<file path="src/rtl/maple_tx_encoder.sv">
// maple_tx_encoder
// Serialises bytes from a first-word-fall-through FIFO onto the two-wire
// Maple bus (SDCKA / SDCKB). A frame is: start pattern, zero or more bytes
// (17 cycles each: one load cycle plus 16 bit cycles), end pattern.
//
// Ports
//   clk        sole clock, rising edge
//   reset      synchronous, active-high
//   enable     frame request, sampled only while idle
//   empty      FIFO empty flag
//   data[7:0]  FIFO head byte (valid when empty=0)
//   next       FIFO pop strobe, one cycle per consumed byte
//   busy       high whenever a frame is in progress
//   sdcka      Maple line A (idle high)
//   sdckb      Maple line B (idle high)
//   dbg_state  current FSM state, for observation only
//
// Handshake: the FIFO is popped on a rising edge where next=1; next is only
// raised in a load cycle while empty=0, and the head byte is captured on
// that same edge.
module maple_tx_encoder #(
    parameter int START_TICKS = 4,
    parameter int END_TICKS   = 2
) (
    input  logic       clk,
    input  logic       reset,
    input  logic       enable,
    input  logic       empty,
    input  logic [7:0] data,
    output logic       busy,
    output logic       sdcka,
    output logic       sdckb,
    output logic       next,
    output logic [2:0] dbg_state
);

    typedef enum logic [2:0] {
        IDLE             = 3'd0,
        START            = 3'd1,
        SEND_START_FRAME = 3'd2,
        SEND_DATA        = 3'd3,
        SEND_END_FRAME   = 3'd4
    } state_t;

    // The phase counter must reach the longest of the three phases.
    localparam int MAX_A   = (2 * START_TICKS > 16) ? 2 * START_TICKS : 16;
    localparam int MAX_CNT = (2 * END_TICKS > MAX_A) ? 2 * END_TICKS : MAX_A;
    localparam int CW      = $clog2(MAX_CNT + 1);

    localparam logic [CW-1:0] START_LAST = CW'(2 * START_TICKS);
    localparam logic [CW-1:0] END_LAST   = CW'(2 * END_TICKS);
    localparam logic [CW-1:0] BIT_LAST   = CW'(16);
    localparam logic [CW-1:0] CNT_ONE    = CW'(1);

    state_t        state_q, state_d;
    logic [CW-1:0] cnt_q, cnt_d;
    logic [7:0]    sr_q, sr_d;

    // Next-state logic. In SEND_DATA, cnt=0 is the load cycle and 1..16 are
    // the bit cycles.
    always_comb begin
        state_d = state_q;
        cnt_d   = cnt_q;
        sr_d    = sr_q;
        case (state_q)
            IDLE: begin
                cnt_d = '0;
                if (enable) state_d = START;
            end
            START: begin
                cnt_d   = '0;
                state_d = SEND_START_FRAME;
            end
            SEND_START_FRAME: begin
                if (cnt_q == START_LAST) begin
                    cnt_d   = '0;
                    state_d = SEND_DATA;
                end else begin
                    cnt_d = cnt_q + CNT_ONE;
                end
            end
            SEND_DATA: begin
                if (cnt_q == '0) begin
                    if (empty) begin
                        state_d = SEND_END_FRAME;
                    end else begin
                        sr_d  = data;
                        cnt_d = CNT_ONE;
                    end
                end else if (cnt_q == BIT_LAST) begin
                    cnt_d = '0;
                end else begin
                    cnt_d = cnt_q + CNT_ONE;
                end
            end
            SEND_END_FRAME: begin
                if (cnt_q == END_LAST) begin
                    cnt_d   = '0;
                    state_d = IDLE;
                end else begin
                    cnt_d = cnt_q + CNT_ONE;
                end
            end
            default: begin
                state_d = IDLE;
                cnt_d   = '0;
                sr_d    = '0;
            end
        endcase
    end

    always_ff @(posedge clk) begin
        if (reset) begin
            state_q <= IDLE;
            cnt_q   <= '0;
            sr_q    <= '0;
        end else begin
            state_q <= state_d;
            cnt_q   <= cnt_d;
            sr_q    <= sr_d;
        end
    end

    // Bit-cycle decode: pos = cnt-1 (0..15); pos[3:1] is the bit slot counted
    // from the MSB, pos[0] selects the second (clock-low) half of the bit.
    // cnt=16 wraps to pos=15 in the low four bits, which is the intended slot.
    logic [3:0] bit_pos;
    logic [2:0] bit_num;
    logic       bit_val;
    logic       second_half;
    logic       a_clocked;

    always_comb begin
        bit_pos     = cnt_q[3:0] - 4'd1;
        bit_num     = ~bit_pos[3:1];
        bit_val     = sr_q[bit_num];
        second_half = bit_pos[0];
        // Odd-numbered bits (7,5,3,1) are clocked on A with data on B.
        a_clocked   = bit_num[0];
    end

    // Line decode uses registered state only.
    always_comb begin
        sdcka = 1'b1;
        sdckb = 1'b1;
        case (state_q)
            SEND_START_FRAME: begin
                sdcka = 1'b0;
                sdckb = ~cnt_q[0];
            end
            SEND_DATA: begin
                if (cnt_q != '0) begin
                    if (a_clocked) begin
                        sdcka = ~second_half;
                        sdckb = bit_val;
                    end else begin
                        sdcka = bit_val;
                        sdckb = ~second_half;
                    end
                end
            end
            SEND_END_FRAME: begin
                sdcka = ~cnt_q[0];
                sdckb = 1'b0;
            end
            default: begin
                sdcka = 1'b1;
                sdckb = 1'b1;
            end
        endcase
    end

    // Pop strobe is suppressed while reset is asserted so that an aborted
    // frame never consumes a byte.
    assign next      = (state_q == SEND_DATA) && (cnt_q == '0) && !empty && !reset;
    assign busy      = (state_q != IDLE);
    assign dbg_state = state_q;

endmodule

</file>
<file path="config.mk">
export PLATFORM = sky130hd
export DESIGN_NAME = maple_tx_encoder
export DESIGN_NICKNAME = d
export VERILOG_FILES = /design/src/rtl/maple_tx_encoder.sv
export SDC_FILE = /design/constraint.sdc
export NUM_CORES = 1
export LEC_CHECK = 0
export BUFFER_PORTS_ARGS = -buffer_cell sky130_fd_sc_hd__buf_2
export CAP_MARGIN = 20
export CELL_PAD_IN_SITES_DETAIL_PLACEMENT = 1
export CELL_PAD_IN_SITES_GLOBAL_PLACEMENT = 2
export CORE_AREA = 3 3 58 60
export CTS_BUF_LIST = sky130_fd_sc_hd__clkbuf_2 sky130_fd_sc_hd__clkbuf_4 sky130_fd_sc_hd__clkbuf_8
export DETAILED_ROUTE_END_ITERATION = 7
export DIE_AREA = 0 0 61 63
export GPL_TIMING_DRIVEN = 0
export PLACE_DENSITY_LB_ADDON = 0.1
export SYNTH_ARGS = -nofsm -noshare
export SYNTH_HDL_FRONTEND = slang
export SYNTH_SLANG_ARGS = --single-unit
export TNS_END_PERCENT = 20
</file>
<file path="constraint.sdc">
create_clock -name clk -period 5.2 [get_ports clk]
set_clock_uncertainty 0.15 [all_clocks]
set_input_delay 0.26 -clock clk [delete_from_list [all_inputs] [get_ports clk]]
set_output_delay 0.26 -clock clk [all_outputs]
set_load 0.1 [all_outputs]
</file>
==> run_results.csv <==
group,metric,value,unit
drt,vias,992,
floorplan,dieArea,3840,sq um
drt,wl_per_cell,15.2,um
clock_network,cts_setup_buffers,0,
layout,drive_gt1_frac,0.196,
clock_network,hold_buffers,0,
logic_synthesis,netlist_instances,123,
logic_synthesis,ys_warn_count,0,
setup_path,worst_setup_path_start_kind,"flip-flop",
power,p_leak,0.415,nW
sta,fin_ws,2190,ps
setup_path,critPathKind,"flip-flop to output port",
layout,nFillCells,363,
drt,postRouteAntennaNets,0,
place,pre_cts_ws,2510,ps
place,place.gp.congestion,0.768,
setup_path,r2r-start,"cnt_q[0]",
logic_synthesis,synthArstFlopShare,0,
setup_path,r2r_slack,2940,ps
logic_synthesis,ys_seq_area_frac,0.314,
hold_path,whs_path_depth,3,
logic_synthesis,synth_area,1020,sq um
layout,multi_input_area,649,sq um
setup_path,crit_arrival,2600,ps
place,io_buffers,17,
sta,rsz0062_at_grt,"false",
sta,period_share,0.580,
setup_path,rr_endpoint,"sr_q[4]",
clock_network,cts_tree,"yes",
flow_run,maxCapViolations,0,
clock_network,cts_buffer_depth,2,
clock_network,cts_buffers,3,
grt,grt_max_degree,11,
setup_path,worstPathRequired,4790,ps
logic_synthesis,synth_edf_count,0,
hold_path,hold_path_end,"sr_q[3]",
floorplan,io_pins,19,
hold_path,hold_class,"input pin to flip-flop",
sta,setup_viol,0,
clock_network,cts_resized,0,
clock_network,root_buffer,"clkbuf_4",
grt,gr-total-overflow,0,
layout,syn_to_final_growth,14.6,%
clock_network,clk-insertion-delay-late,290,ps
clock_network,htree_levels,1,
layout,nets,160,
sta,fmax,332,MHz
logic_synthesis,syn_area_per_cell,8.29,sq um
drt,via_per_inst,5.64,
setup_path,crit_fanout,7,
sta,fin_crit,3010,ps
layout,diodes,0,
floorplan,core,2980,sq um
floorplan,die_x,61,um
drt,drc,0,
power,vdd_ir_drop_max,0.000108,V
power,p_per_area,256,nW/um^2
grt,grt_usage,0.152,
drt,dr.pass1.iters,4,
run_status,status,"completed",
sta,slew_violations,0,
clock_network,clkSinkCount,16,
grt,grt_pass1_wl,4.51,mm
drt,routed_wl,2.68,mm
setup_path,reg2reg_depth,6,
power,p_total,0.299,mW
drt,drtIter0Drc,38,
setup_path,worstSetupEndpointType,"output port",
floorplan,placementRows,20,
sta,finalSetupTns,0,ps
clock_network,clkTransAtPathRegs,110,ps
grt,antenna_found_initial,0,
layout,regArea,320,sq um
sta,hold_viol,0,
sta,relSlewSlack,0.621,
logic_synthesis,synthFlopType,"dfxtp_1",
logic_synthesis,synth-seq-cells,16,
hold_path,min-delay-start,"data[3]",
floorplan,die_h,63,um
grt,grt_pass1_vias,982,
logic_synthesis,synth_fp_nets,138,
sta,worst-slew-pin-transition,567,ps
place,dp.final_hpwl,2.05,mm
logic_synthesis,synth_cell_types,41,
floorplan,initial_utilization,0.342,
[synth_stat cells (3+ instances only)]
| cell | number | area, sq um |
|---|---|---|
| o21ai_0 | 4 | 20.0 |
| a21oi_1 | 13 | 65.1 |
| nand2b_1 | 5 | 31.3 |
| xor2_1 | 3 | 26.3 |
| nand2_1 | 13 | 48.8 |
| nand3_1 | 12 | 60.1 |
| nor3_1 | 6 | 30.0 |
| inv_1 | 3 | 11.3 |
| clkbuf_1 | 5 | 18.8 |
| nor2_1 | 3 | 11.3 |
| ha_1 | 3 | 37.5 |
| dfxtp_1 | 16 | 320 |
[power breakdown]
part	internal [mW]	switching [mW]	total (mW)
logic	0.0250	0.0778	0.103
registers	0.125	0.00311	0.129
clock network	0.0269	0.0411	0.0680
[metal layers]
layer  track usage  vias up  part of all wire
li1              -      496                 -
met1         0.198      476              0.48
met2         0.255       16              0.48
met3        0.0227        4             0.030
met4        0.0407        0            0.0086
met5             0        -                 0
[critical path, cell delays in order (launching register included)]
cell,delay (ps)
dfxtp_1,490
inv_1,160
ha_1,230
xor2_1,300
mux4_2,550
mux2i_1,170
a21boi_0,100
buf_2,300
[flip-flops by register name, summed over array words and instances (netlist names)]
| signal | count |
|---|---|
| sr_q | 8 |
| cnt_q | 5 |
| dbg_state | 3 |
[area by class of cell]
cell class	count	area share
plain buffers	8	0.0332
clock buffers	3	0.0193
inverters	3	0.00964
multi-input cells	96	0.556
flip-flops and latches	16	0.274
well taps	33	0.0353
repair buffers	17	0.0728
[worst max-delay path by stage]
stage,endpoint,start,depth (start not counted),slack (ps)
after global placement,sdckb,cnt_q[0],7,2480
after CTS,sdckb,cnt_q[0],7,2160
after detailed placement,sdckb,cnt_q[0],7,2510
final,sdckb,cnt_q[0],7,2190
after floorplan,next,dbg_state[1],4,320
after global routing,sdckb,cnt_q[0],7,1980
[cell families after synthesis]
| logic type | share of synthesized area |
|---|---|
| simple gates | 0.302 |
| compound gates | 0.210 |
| flops | 0.314 |
| mux | 0.0540 |
| buf+inv | 0.0491 |
| fa+ha+maj | 0.0368 |
| xor+xnor | 0.0344 |
[cell usage in the layout (no fill, tap or decap), drive strengths merged, types with 2 or more instances in the layout]
cell type  synthesis  layout
o21ai              4       4
mux4               2       2
a21oi             13      13
o2bb2ai            2       2
nor2b              2       2
nand2             13      13
ha                 3       3
nand3b             2       2
clkbuf             5       8
nor2               3       3
a211oi             2       2
nor3               6       6
nor3b              2       2
inv                3       3
nand2b             5       5
nand4              2       2
dfxtp             16      16
nor4               2       2
nand3             12      12
buf                3      20
xor2               3       3
[through the flow]
step | hold slack (ps) | instances | util | area [sq um]
3_3_place_gp | 287 | 173 | 0.385 | 1150
6_report | 58.4 | 176 | 0.392 | 1170
5_1_grt | 75.6 | 176 | 0.392 | 1170
4_1_cts | 58.3 | 176 | 0.392 | 1170
2_1_floorplan | 262 | 123 | - | 1020
3_5_place_dp | 296 | 173 | 0.385 | 1150
Note: power is estimated with default switching activity, not from simulation.
